--- src/rtl/msx_ddr3_arbiter.sv ---
// msx_ddr3_arbiter: round-robin sharing of the DDR3 byte port between N req/ack requesters
module msx_ddr3_arbiter #(
  parameter int N    = 4,
  parameter int AW   = 28,
  parameter int HOLD = 15
) (
  input  logic            clk21m,
  input  logic            reset,
  input  logic [N-1:0]    req,
  input  logic [N-1:0]    req_wr,
  input  logic [N*AW-1:0] req_addr,
  input  logic [N*8-1:0]  req_din,
  output logic [N-1:0]    ack,
  output logic [7:0]      dout,
  output logic [AW-1:0]   ddr3_addr,
  output logic            ddr3_rd,
  output logic            ddr3_wr,
  output logic [7:0]      ddr3_din,
  input  logic [7:0]      ddr3_dout,
  input  logic            ddr3_ready,
  output logic            ddr3_request
);
  localparam int IW = $clog2(N);
  typedef enum logic [2:0] {IDLE, ISSUE, WAIT_LO, WAIT_HI, DONE} state_t;
  state_t         state;
  logic [IW-1:0]  last, grant, nxt, j;
  logic           wr_l;
  logic [3:0]     hold_cnt;
  // next grant: first set req searching upward from last+1 with wrap; lowest distance wins
  always_comb begin
    nxt = last;
    j   = '0;
    for (int k = N; k >= 1; k--) begin
      j = IW'((int'(last) + k) % N);
      nxt = req[j] ? j : nxt;
    end
  end
  // transaction FSM with registered strobes, ack, read data and bus-hold request
  always_ff @(posedge clk21m or posedge reset) begin
    if (reset) begin
      state        <= IDLE;
      last         <= IW'(N - 1);
      grant        <= '0;
      wr_l         <= 1'b0;
      ack          <= '0;
      dout         <= '0;
      ddr3_addr    <= '0;
      ddr3_din     <= '0;
      ddr3_rd      <= 1'b0;
      ddr3_wr      <= 1'b0;
      ddr3_request <= 1'b0;
      hold_cnt     <= '0;
    end else begin
      ack     <= '0;
      ddr3_rd <= 1'b0;
      ddr3_wr <= 1'b0;
      case (state)
        IDLE: begin
          if (|req) begin
            grant        <= nxt;
            wr_l         <= req_wr[nxt];
            ddr3_addr    <= req_addr[int'(nxt)*AW +: AW];
            ddr3_din     <= req_din[int'(nxt)*8 +: 8];
            ddr3_request <= 1'b1;
            hold_cnt     <= 4'(HOLD);
            state        <= ISSUE;
          end else begin
            if (hold_cnt != 4'd0) hold_cnt <= hold_cnt - 4'd1;
            if (hold_cnt <= 4'd1) ddr3_request <= 1'b0;
          end
        end
        ISSUE: begin
          if (ddr3_ready) begin
            ddr3_rd <= ~wr_l;
            ddr3_wr <= wr_l;
            state   <= WAIT_LO;
          end
        end
        WAIT_LO: state <= ddr3_ready ? WAIT_LO : WAIT_HI;
        WAIT_HI: begin
          if (ddr3_ready) begin
            if (!wr_l) dout <= ddr3_dout;
            ack[grant] <= 1'b1;
            state      <= DONE;
          end
        end
        DONE: begin
          last  <= grant;
          state <= IDLE;
        end
        default: state <= IDLE;
      endcase
    end
  end
endmodule

--- config.mk ---
export PLATFORM = sky130hd
export DESIGN_NAME = msx_ddr3_arbiter
export DESIGN_NICKNAME = d
export VERILOG_FILES = /design/src/rtl/msx_ddr3_arbiter.sv
export SDC_FILE = /design/constraint.sdc
export NUM_CORES = 1
export LEC_CHECK = 0
export BUFFER_PORTS_ARGS = -buffer_cell sky130_fd_sc_hd__buf_4
export CORE_MARGIN = 3
export CORE_UTILIZATION = 46
export DETAILED_ROUTE_END_ITERATION = 16
export GPL_ROUTABILITY_DRIVEN = 1
export HOLD_SLACK_MARGIN = 0.06
export PLACE_DENSITY = 0.88
export SYNTH_ARGS = -nofsm -noshare
export SYNTH_HDL_FRONTEND = slang
export SYNTH_SLANG_ARGS = --single-unit
--- constraint.sdc ---
create_clock -name clk21m -period 2.5 [get_ports clk21m]
set_input_delay 0 -clock clk21m [delete_from_list [all_inputs] [get_ports clk21m]]
set_output_delay 0 -clock clk21m [all_outputs]
set_load 0.1 [all_outputs]
# --- Yosys cells after proc, flatten, opt, wreduce, memory -nomap -nowiden ---
# Cells that the tools add are included.
totals:
  elab_cells: 78
  inputBits: 163
  reg_bits: 63
classes:
  bitwise: 1
  multipliers: 1
  addsub: 5
  n_lt_le_gt_ge: 8
  n_eq_ne: 7
  shift: 2
  reduce_logical: 11
  n_mux: 31
ops:
  columns: ["operator", "count"]
  rows:
  - ["variable part select 112 x 8 -> 28 bit", 1]
  - ["variable part select 32 x 6 -> 8 bit", 1]
  - ["less-than comparator 2 x 3 -> 1 bit, second input constant", 6]
  - ["2-to-1 mux 4 bit", 4]
  - ["2-to-1 mux 1 bit", 13]
  - ["one-hot mux 3 bit (4 select lines)", 1]
  - ["binary-select mux 1 bit (select 2 bit)", 5]
  - ["2-to-1 mux 3 bit", 3]
  - ["2-to-1 mux 2 bit", 4]
  - ["== test 3 x 2 -> 1 bit, second input constant", 2]
  - ["!= test 2 bit, second input constant", 3]
  - ["AND reduction 2 bit", 3]
  - ["AND reduction 3 bit", 2]
  - ["multiplier 2 x 3 -> 5 bit, second input constant", 1]
  - ["adder 2 x 1 -> 2 bit, second input constant", 2]
  - ["adder 2 bit, second input constant", 2]
  - ["less-or-equal comparator 4 x 1 -> 1 bit, second input constant", 1]
  - ["nonzero test 2 bit", 2]
  - ["nonzero test 4 bit", 1]
  - ["OR reduction 4 bit", 1]
  - ["subtractor 4 x 1 -> 4 bit, second input constant", 1]
  - ["== test 3 x 1 -> 1 bit, second input constant", 1]
  - ["== test 3 bit, second input constant", 1]
  - ["zero test 3 bit", 1]
  - ["4 further kinds", 4]

# --- Logic depth before layout (Yosys ltp) ---
logic_depth:
  depth_word: 9
  depth_mapped: 8

# --- Least setup slack after synthesis ---
# OpenSTA, ideal clock, no wires.
synth_timing:
  path_type: "register to register"
  from: "register last[0]"
  to: "register ddr3_addr[2]"
  arrival_time_ns: 1.608
  synth_period_minus_slack_ns: 1.738
  t_required_ns: 2.370
  setup_time_ns: 0.130
  setup_slack_ns: 0.762
  path_stages_with_launch: 8
  path_buffers: 2
  cell_sequence: "dfstp_2 nor2b_2 o21a_1 nor3_2 buf_6 buf_6 mux2i_1 o211ai_2"
synth_via:
  elab_chain_cells: 9
  elab_cells_between_ends: 18
synth_rtl:
  columns: ["element", "line", "rtl"]
  rows:
  - ["start: declaration", "26", "logic [IW-1:0] last, grant, nxt, j;"]
  - ["start signal: assignment", "42", "last <= IW'(N - 1);"]
  - ["start signal: assignment", "88", "last <= grant;"]
  - ["adder 2 x 1 -> 2 bit", "34", "j = IW'((int'(last) + k) % N);"]
  - ["binary-select mux 1 bit (select 2 bit)", "35", "nxt = req[j] ? j : nxt;"]
  - ["2-to-1 mux 1 bit (not written as such)", "35", null]
  - ["2-to-1 mux 2 bit (3 in a row)", "35", null]
  - ["2-to-1 mux 2 bit (*)", "35", null]
  - ["multiplier 2 x 3 -> 5 bit (*)", "62", "ddr3_addr <= req_addr[int'(nxt)*AW +: AW];"]
  - ["variable part select 112 x 8 -> 28 bit (*)", "62", null]
  - ["end signal: assignment", "62", null]
  - ["end: declaration", "15", "output logic [AW-1:0] ddr3_addr,"]
# Mark *: on every way between the ends. The rest lies on a longest branch, timed or not. The select of a mux whose other input is x is not followed.
# A chain may end at the register's enable or synchronous reset.

# --- Worst setup path after layout ---
layout_timing:
  from: "register last[0]"
  to: "register ddr3_addr[9]"
# Same word-level chain as after synthesis.

==> summary.txt <==
DRC viols -> 0
final instance area -> 6771 um^2
worst relative slew slack -> 0.3327
Yosys top cell by area -> dfrtp_1
Post-Syn Area -> 4004 um^2
dpl hpwl -> 9.931 mm
Syn Nets -> 570
CTS root buf -> clkbuf_8
Worst Skew -> 0.007637 ns
CP Class -> flop to flop
starting density of the core -> 0.4800
number of antenna diodes -> 0
Synth top area share -> 0.3813
Tcrit/Tclk final -> 0.9766
Worst-Margin Slew -> 1.001 ns
vias in the first global route -> 5111
CP Launch Point -> last[0]
Non-Filler Instances -> 800
clock latency on the worst-skew pair -> 0.32 ns
worst min-delay path class -> input pin to flop
chip height -> 99.30 um
most frequent cell after synthesis -> dfrtp_1
RSZ-0062 raised after global routing -> yes
static leakage -> 3.379 nW
standard-cell row count -> 33
Routed WL per cell -> 20.44 um
Max Cap Viol -> 0
antenna viol nets, final -> 0
global placement routability congestion -> 0.7840
Final Hold Vio Count -> 0
arrival time at the worst endpoint -> 2.60 ns
Syn-to-layout area delta -> 69.12%
largest net degree at the start of global routing -> 42
Final Setup Violations -> 0
# IOs -> 214
Final WS setup -> 0.05859 ns
deepest clock path buffer count -> 2
post-synthesis area per instance -> 9.886 um^2
Total GRT Usage -> 0.3196
post-synthesis register bit count -> 63
DRT Pass-1 Iters -> 5
Cell Area, Placed -> 5652 um^2
initial antenna violation count -> 0
Slew Limit Fails -> 0
ranking of synthesized cells by area -> dfrtp_1, mux2i_1, a21o_1
PwrDens -> 1303 nW/um^2
Setup crit end kind -> flop
Crit path required time -> 2.66 ns
YS warnings -> 0
dpl ws -> 0.2949 ns
outcome -> complete, no violations
startpoint types -> flop
Top FF cell, synth -> dfrtp_1
Post-synth top cells -> dfrtp_1, nand2_1, a21o_1
CP Max Fanout -> 14
Fin Hold WS -> 0.07113 ns
vias per cell -> 5.944
Post-synth EDFFs -> 0
overall die area -> 9860 um^2
hold_sp -> req_din[7]
library cells used by synthesis -> 44
Net count, final -> 858
post-layout util -> 0.8119
footprint of the multi-input gates -> 2205 um^2
Placed Instances -> 697
Clk pin slew, worst setup/hold paths -> 0.07 ns
Max Fclk -> 0.4096 GHz
H-tree depth -> 3
total gr overflow -> 0
reg2reg start -> last[0]
DR vias -> 4755
Tmin final -> 2.441 ns
Gate Count Post-Synth -> 405
PortBufs -> 213
CTS tree -> built
chip width -> 99.30 um
first-pass GRT wire length -> 25.26 mm
layout cells sized above 1 -> 0.4129
Sink Count -> 63
Routed WL -> 16.35 mm
core box area -> 8341 um^2
Filler Cell Count -> 476
VDD IR-drop max -> 0.7135 mV
CTS buffer count -> 9
Initial DRC Count -> 205
sequential area share after synthesis -> 0.3944
FF/Latch Area -> 1579 um^2
share of flip-flops with an asynchronous set or reset -> 1.000
==> routing by layer <==
| metal | vias to the layer above | part of all wire | GRT usage |
|---|---|---|---|
| met5 | - | 0 | 0 |
| met4 | 0 | 0.049 | 0.1534 |
| met3 | 66 | 0.094 | 0.08205 |
| met2 | 331 | 0.51 | 0.5615 |
| met1 | 2249 | 0.35 | 0.3604 |
| li1 | 2109 | - | - |
==> power breakdown <==
part	internal, mW	switching (mW)	total (mW)
registers	1.46	0.336	1.79
logic	1.95	4.34	6.30
clock network	0.368	0.368	0.736
total	3.78	5.05	8.83
==> critical path, stage by stage (launching register included) <==
cell           delay [ns]
dfstp_2              0.56
nor2b_2              0.07
o21a_2               0.24
nor3_4               0.27
buf_12               0.22
mux2i_1              0.22
dlygate4sd3_1        0.61
o211ai_1             0.09
==> logic make-up after synthesis <==
family,synth area share
AO/OA/AOI/OAI,0.2600
XOR/XNOR,0.002188
adder cells (fa/ha/maj),0.006249
buffers and inverters,0.06531
flip-flops,0.3944
multiplexers,0.1206
AND/OR/NAND/NOR,0.1513
==> flip-flops by register name, summed over array words and instances (netlist names) <==
register,flops
ddr3_wr,1
ddr3_din,8
state,3
ack,4
grant,2
ddr3_addr,28
last,2
hold_cnt,4
dout,8
ddr3_rd,1
ddr3_request,1
wr_l,1
==> final timing paths <==
check,endpoint,slack (ns),cells after the start
worst min-delay path,ddr3_din[7],0.07,4
max in group asynchronous,ddr3_addr[21],1.48,4
worst min register to register,ddr3_addr[2],0.50,2
worst max-delay path,ddr3_addr[9],0.06,7
worst max register to register,ddr3_addr[9],0.06,7
min in group asynchronous,dout[7],0.25,3
==> layout by cell type (no fill, tap or decap), drive strengths merged, types with 3 or more instances in the layout <==
| cell type | count |
|---|---|
| buf | 228 |
| dlygate4sd3 | 75 |
| dfrtp | 61 |
| nand2 | 48 |
| a21o | 38 |
| nand4 | 37 |
| o31ai | 37 |
| mux2i | 37 |
| o211ai | 37 |
| dlymetal6s4s | 13 |
| clkbuf | 12 |
| mux2 | 10 |
| nor2 | 10 |
| inv | 6 |
| o21ai | 6 |
| nor3 | 6 |
| a21oi | 5 |
| nor2b | 3 |
==> metrics by stage <==
stage	TNS, ns	power (mW)
floorplan	0	6.205
global placement	0	7.357
detailed placement	0	7.492
CTS	0	8.561
global route	-0.03804	9.166
finish	0	8.826
==> area by class of cell <==
class                   instances  area share
clock buffers                  11     0.02088
inverters                       6    0.003326
clock inverters                 2    0.001478
well taps                     105     0.01940
multi-input cells             296      0.3256
flip-flops and latches         63      0.2332
repair buffers                317      0.3962
==> timing repair <==
item / CTS / global route
buffers inserted: 0 / 1
resized for setup: 0 / 19
hold endpoints to repair: 70 / 0
hold buffers: 88 / 0
endpoints found under the setup margin: 0 / 9
Power figures use the tool's default switching activity.
